### config.mk
export PLATFORM = sky130hd
export DESIGN_NAME = handshake_ctrl_sink_fifo_flat
export DESIGN_NICKNAME = d
export VERILOG_FILES = /design/src/rtl/handshake_ctrl_sink_fifo_if.sv /design/src/rtl/handshake_ctrl_sink_fifo.sv /design/src/flat_wrapper.sv
export SDC_FILE = /design/constraint.sdc
export NUM_CORES = 1
export LEC_CHECK = 0
export ABC_CLOCK_PERIOD_IN_PS = 3500
export CORE_MARGIN = 2
export CORE_UTILIZATION = 37
export DETAILED_ROUTE_END_ITERATION = 10
export GPL_TIMING_DRIVEN = 0
export PLACE_DENSITY = 0.78
export RECOVER_POWER = 25
export SETUP_SLACK_MARGIN = 0.4
export SYNTH_ARGS = -nofsm -noshare
export SYNTH_HDL_FRONTEND = slang
export SYNTH_SLANG_ARGS = --single-unit
export TNS_END_PERCENT = 20
### constraint.sdc
create_clock -name clk -period 3.5 [get_ports clk]
set_clock_uncertainty 0.15 [all_clocks]
set_input_delay 0.7 -clock clk [delete_from_list [all_inputs] [get_ports clk]]
set_output_delay 0.7 -clock clk [all_outputs]
set_load 0.02 [all_outputs]
### src/rtl/handshake_ctrl_sink_fifo_if.sv
// handshake_ctrl_sink_fifo_if
// Bundles the elastic data input channel and the dataless control output
// channel of handshake_ctrl_sink_fifo.
//   ins        : data payload (ignored by the sink)
//   ins_valid  : producer offers a data token
//   ins_ready  : sink can accept a data token
//   outs_valid : sink offers a control token
//   outs_ready : consumer accepts the control token
// Modports:
//   master : the environment side (drives data, accepts control tokens)
//   slave  : the sink block itself
interface handshake_ctrl_sink_fifo_if #(
  parameter int DATA_WIDTH = 32
);

  logic [DATA_WIDTH-1:0] ins;
  logic                  ins_valid;
  logic                  ins_ready;
  logic                  outs_valid;
  logic                  outs_ready;

  modport master (
    output ins,
    output ins_valid,
    output outs_ready,
    input  ins_ready,
    input  outs_valid
  );

  modport slave (
    input  ins,
    input  ins_valid,
    input  outs_ready,
    output ins_ready,
    output outs_valid
  );

endinterface

### src/rtl/handshake_ctrl_sink_fifo.sv
// handshake_ctrl_sink_fifo
// Consumes data tokens and emits one dataless control token per consumed
// token. Data values are thrown away, so the buffer is just a token counter
// that decouples producer and consumer by up to DEPTH tokens. Also reports
// occupancy and a saturating count of delivered control tokens.
// Ports:
//   clk           : clock, all state changes on the rising edge
//   rst           : synchronous active-high reset, drops all buffered tokens
//   bus           : slave view of the data-in / control-out handshake pair
//   occupancy     : number of control tokens currently buffered
//   retired_count : control tokens delivered since reset, saturating
// DEPTH must lie in 1..255.
module handshake_ctrl_sink_fifo #(
  parameter  int DATA_WIDTH  = 32,
  parameter  int DEPTH       = 4,
  parameter  int COUNT_WIDTH = 16,
  localparam int CNT_WIDTH   = $clog2(DEPTH + 1)
) (
  input  logic                       clk,
  input  logic                       rst,
  handshake_ctrl_sink_fifo_if.slave  bus,
  output logic [CNT_WIDTH-1:0]       occupancy,
  output logic [COUNT_WIDTH-1:0]     retired_count
);

  localparam logic [CNT_WIDTH-1:0] FULL = CNT_WIDTH'(DEPTH);

  logic [CNT_WIDTH-1:0]   cnt;
  logic [COUNT_WIDTH-1:0] retired;
  logic                   push;
  logic                   pop;

  // The payload never reaches any state or output; it is tapped here only
  // so that the width is consumed, and X/Z on it cannot leak anywhere.
  logic [DATA_WIDTH-1:0]  unused_ins;
  assign unused_ins = bus.ins;

  // Handshake outputs come from the counter alone. This keeps outs_ready
  // off the ins_ready path and ins_valid off the outs_valid path, at the
  // cost of a full buffer refusing input even while it is being drained.
  assign bus.ins_ready  = (cnt != FULL);
  assign bus.outs_valid = (cnt != '0);
  assign occupancy      = cnt;
  assign retired_count  = retired;

  assign push = bus.ins_valid & bus.ins_ready;
  assign pop  = bus.outs_valid & bus.outs_ready;

  // Token counter: a simultaneous push and pop cancel out, which is what
  // gives full throughput whenever the buffer is neither empty nor full.
  always_ff @(posedge clk) begin
    if (rst) begin
      cnt <= '0;
    end else if (push && !pop) begin
      cnt <= cnt + CNT_WIDTH'(1);
    end else if (pop && !push) begin
      cnt <= cnt - CNT_WIDTH'(1);
    end
  end

  // Delivered-token statistic; sticks at all-ones instead of wrapping so a
  // monitor never sees a small count after a long run.
  always_ff @(posedge clk) begin
    if (rst) begin
      retired <= '0;
    end else if (pop && (retired != '1)) begin
      retired <= retired + COUNT_WIDTH'(1);
    end
  end

endmodule

### src/flat_wrapper.sv
// flat-port wrapper written by rule: the top's interface ports become plain ports
module handshake_ctrl_sink_fifo_flat 
#(
  parameter  int DATA_WIDTH  = 32,
  parameter  int DEPTH       = 4,
  parameter  int COUNT_WIDTH = 16,
  localparam int CNT_WIDTH   = $clog2(DEPTH + 1)
)
  (clk, rst, occupancy, retired_count, bus_ins, bus_ins_valid, bus_outs_ready, bus_ins_ready, bus_outs_valid);
  handshake_ctrl_sink_fifo_if #(.DATA_WIDTH(DATA_WIDTH)) bus_i ();
  input  logic clk;
  input  logic rst;
  output logic [CNT_WIDTH-1:0] occupancy;
  output logic [COUNT_WIDTH-1:0] retired_count;
  input wire logic [$bits(bus_i.ins)-1:0] bus_ins;
  input wire logic [$bits(bus_i.ins_valid)-1:0] bus_ins_valid;
  input wire logic [$bits(bus_i.outs_ready)-1:0] bus_outs_ready;
  output wire logic [$bits(bus_i.ins_ready)-1:0] bus_ins_ready;
  output wire logic [$bits(bus_i.outs_valid)-1:0] bus_outs_valid;
  assign bus_i.ins = bus_ins;
  assign bus_i.ins_valid = bus_ins_valid;
  assign bus_i.outs_ready = bus_outs_ready;
  assign bus_ins_ready = bus_i.ins_ready;
  assign bus_outs_valid = bus_i.outs_valid;
  handshake_ctrl_sink_fifo #(.DATA_WIDTH(DATA_WIDTH), .DEPTH(DEPTH), .COUNT_WIDTH(COUNT_WIDTH)) u_core (.clk(clk), .rst(rst), .bus(bus_i), .occupancy(occupancy), .retired_count(retired_count));
endmodule
==> metrics <==
ANT nets after route 0; drt pass-1 iters 4; 1st-iter DRT viols 34; kind of critical path input port to flop; Worst Path Arrival 3.12 ns; max-cap violations 0; RSZ-0062 raised after global routing false; fill count 253; post-CTS setup buffers 0; number of cell rows 18; Clock Power Share 16.6%; Slew headroom 65.9%; Synthesized Nets 155; vias 1027; vias in the first global route 898; Worst Path Max Fanout 10; max-slew violation count 0; CP Cell Sequence dlygate4sd3_1 > o31ai_2 > clkbuf_1 > ha_1 > inv_1 > fa_1 > xor2_1 > or3_1 > a21oi_1; Worst Hold Depth 1; internal power 0.414 mW; final worst path period need 3.04 ns; worst hold path class flop to flop; crit end category flop; Worst R2R Setup Slack 0.64 ns; IO Port Bufs 24; Final Hold Slack 0.360 ns; crit path launch type input port; min-delay src u_core.retired_count[15]; number of distinct library cells after synthesis 33; largest net degree at the start of global routing 11; initial antenna violation count 0; Layout Nets 184; Flop pwr share 41.8%; net switching power 0.249 mW; Slew @ Worst Pin 0.512 ns; Chip Height 55.9 µm; post-synthesis xor/xnor area fraction 1.76%; first-pass GRT wire length 3880 µm; # IOs 57; H-tree depth 1; Max Buffers Root-to-Sink 2; fmax 0.329 GHz; Required @ worst endpoint 3.58 ns; CTS resizes 0; Root Buffer clkbuf_4; Non-Filler Instances 174; post-synthesis simple-gate area fraction 30.2%; compound-cell area share of the yosys netlist 18.9%; Routability Congestion 0.791; total negative setup slack 0 ns; FF-to-FF End u_core.occupancy[2]; final worst slack 0.459 ns; worst-skew pair later-pin latency 0.30 ns; Leak 0.420 nW; post-synthesis mux area share 3.14%; CP delay by family, top buffers and inverters; Seq cells post-synth 19; worst slack, placed 0.299 ns; worst path bufs/invs 3; HPWL after detailed placement 1740 µm; placed cell count 170; Hold Fails Final Rpt 0; CTS tree yes; Routed wire per std cell 13.6 µm; Routed WL 2360 µm; drt via density 5.90; GR Util All Layers 15.5%; clk slew on worst S/H paths 0.10 ns; P&R area growth vs syn 30.4%; main combinational cell family by area after synthesis simple AND/OR/NAND/NOR gates; die width 55.9 µm; Synth Area in Adders 4.53%; outcome finished clean; grt total ovfl 0; post-synthesis sequential area ratio 38.2%; CP peak stage delay 0.55 ns; worst r2r path cells 8; DR DRC count 0; share of layout cells above drive strength 1 6.25%; Die ar. 0.00312 mm²; Comb pwr share 41.5%; CTS sink count 19; cell count after synthesis 116; Worst Hold End u_core.retired_count[15]; Pwr per Cell Area 511 mW/mm²; Cell Area, Synth 995 µm²; Num CTS Buffers 3; antenna fix cells 0; worst r2r src u_core.occupancy[0]; switch share 37.6%; initial core utilization 39.4%; CP max stage cell dlygate4sd3_1; Synthesis Warnings 0; period utilization 86.9%; maximum VDD drop 0.600 mV; Core Area 0.00252 mm²; Syn Area/Cell 8.58 µm²; final setup vio count 0; commonest non-fill, non-tap cell in the layout clkdlybuf4s50_1; most frequent cells in the layout 21 x clkdlybuf4s50_1, 19 x dfxtp_1, 13 x a21oi_1, 8 x o31ai_1, 8 x or4_1; Hold Buf Count CTS 0
-- layer usage --
metal	GRT usage, %	vias up	wire, µm
met4	8.16	0	49
li1	-	504	-
met2	24.8	34	1100
met5	0	-	0
met3	2.09	5	101
met1	20.1	484	1110
-- state kept, by name, indices dropped and copies added (netlist names) --
signal and count:
u_core.occupancy 3, u_core.retired_count 16
-- power groups by stage --
stage | clock network, mW | registers, mW | logic [mW]
floorplan | 0 | 0.302 | 0.148
global placement | 0 | 0.282 | 0.266
detailed placement | 0 | 0.284 | 0.277
CTS | 0.117 | 0.278 | 0.279
global route | 0.132 | 0.285 | 0.297
finish | 0.110 | 0.277 | 0.276
-- layout make-up --
| type | instances | area, µm² | area share [%] |
|---|---|---|---|
| clock buffers | 4 | 26.3 | 2.03 |
| plain buffers | 6 | 23.8 | 1.83 |
| repair buffers | 24 | 240 | 18.5 |
| multi-input cells | 89 | 582 | 44.8 |
| well taps | 30 | 37.5 | 2.89 |
| inverters | 2 | 7.51 | 0.579 |
| flip-flops and latches | 19 | 380 | 29.3 |
-- per-stage QoR --
stage,utilization [%],cell area (µm²),total power [mW]
2_1_floorplan,-,995,0.450
3_3_place_gp,50.4,1270,0.548
3_5_place_dp,50.4,1270,0.561
4_1_cts,51.5,1300,0.673
5_1_grt,51.4,1300,0.713
6_report,51.4,1300,0.663
-- logic make-up after synthesis --
| logic type | count (synthesis) |
|---|---|
| flops | 19 |
| simple gates | 51 |
| buf+inv | 8 |
| compound gates | 30 |
| xor+xnor | 2 |
| mux | 3 |
| fa+ha+maj | 3 |
-- Yosys cell counts --
| cell | count | share of area (%) |
|---|---|---|
| dfxtp_1 | 19 | 38 |
| a21oi_1 | 13 | 6.5 |
| o31ai_1 | 8 | 6.0 |
| or4_1 | 8 | 6.0 |
| nand3_1 | 6 | 3.0 |
| nor2_1 | 6 | 2.3 |
| nand2_1 | 5 | 1.9 |
| o21ai_0 | 5 | 2.5 |
| or3_1 | 5 | 3.1 |
| clkbuf_1 | 4 | 1.5 |
| nor3_1 | 4 | 2.0 |
| and3_1 | 3 | 1.9 |
| nand4_1 | 3 | 1.9 |
| nor4_1 | 3 | 1.9 |
| ha_1 | 2 | 2.5 |
| inv_1 | 2 | 0.75 |
| mux2i_1 | 2 | 2.0 |
| nor3b_1 | 2 | 1.5 |
| xor2_1 | 2 | 1.8 |
| a211oi_1 | 1 | 0.75 |
| and2_1 | 1 | 0.63 |
| and4_1 | 1 | 0.88 |
| buf_2 | 1 | 0.50 |
| clkbuf_2 | 1 | 0.50 |
| fa_1 | 1 | 2.0 |
| mux2_2 | 1 | 1.1 |
| nand2b_1 | 1 | 0.63 |
| nand4_2 | 1 | 1.3 |
| nor2b_1 | 1 | 0.63 |
| o21a_1 | 1 | 0.75 |
| o21ba_2 | 1 | 1.0 |
| o31ai_2 | 1 | 1.3 |
| or2_2 | 1 | 0.63 |
-- worst max path at each step --
stage | endpoint | depth (start not counted) | slack, ns | start
final | u_core.occupancy[2] | 9 | 0.46 | bus_outs_ready
after global routing | u_core.occupancy[2] | 9 | 0.36 | bus_outs_ready
after CTS | u_core.occupancy[2] | 9 | 0.61 | bus_outs_ready
after detailed placement | u_core.occupancy[2] | 9 | 0.30 | bus_outs_ready
after global placement | u_core.occupancy[2] | 9 | 0.36 | bus_outs_ready
after floorplan | u_core.occupancy[2] | 8 | 0.92 | u_core.occupancy[0]
Power figures use the tool's default switching activity.
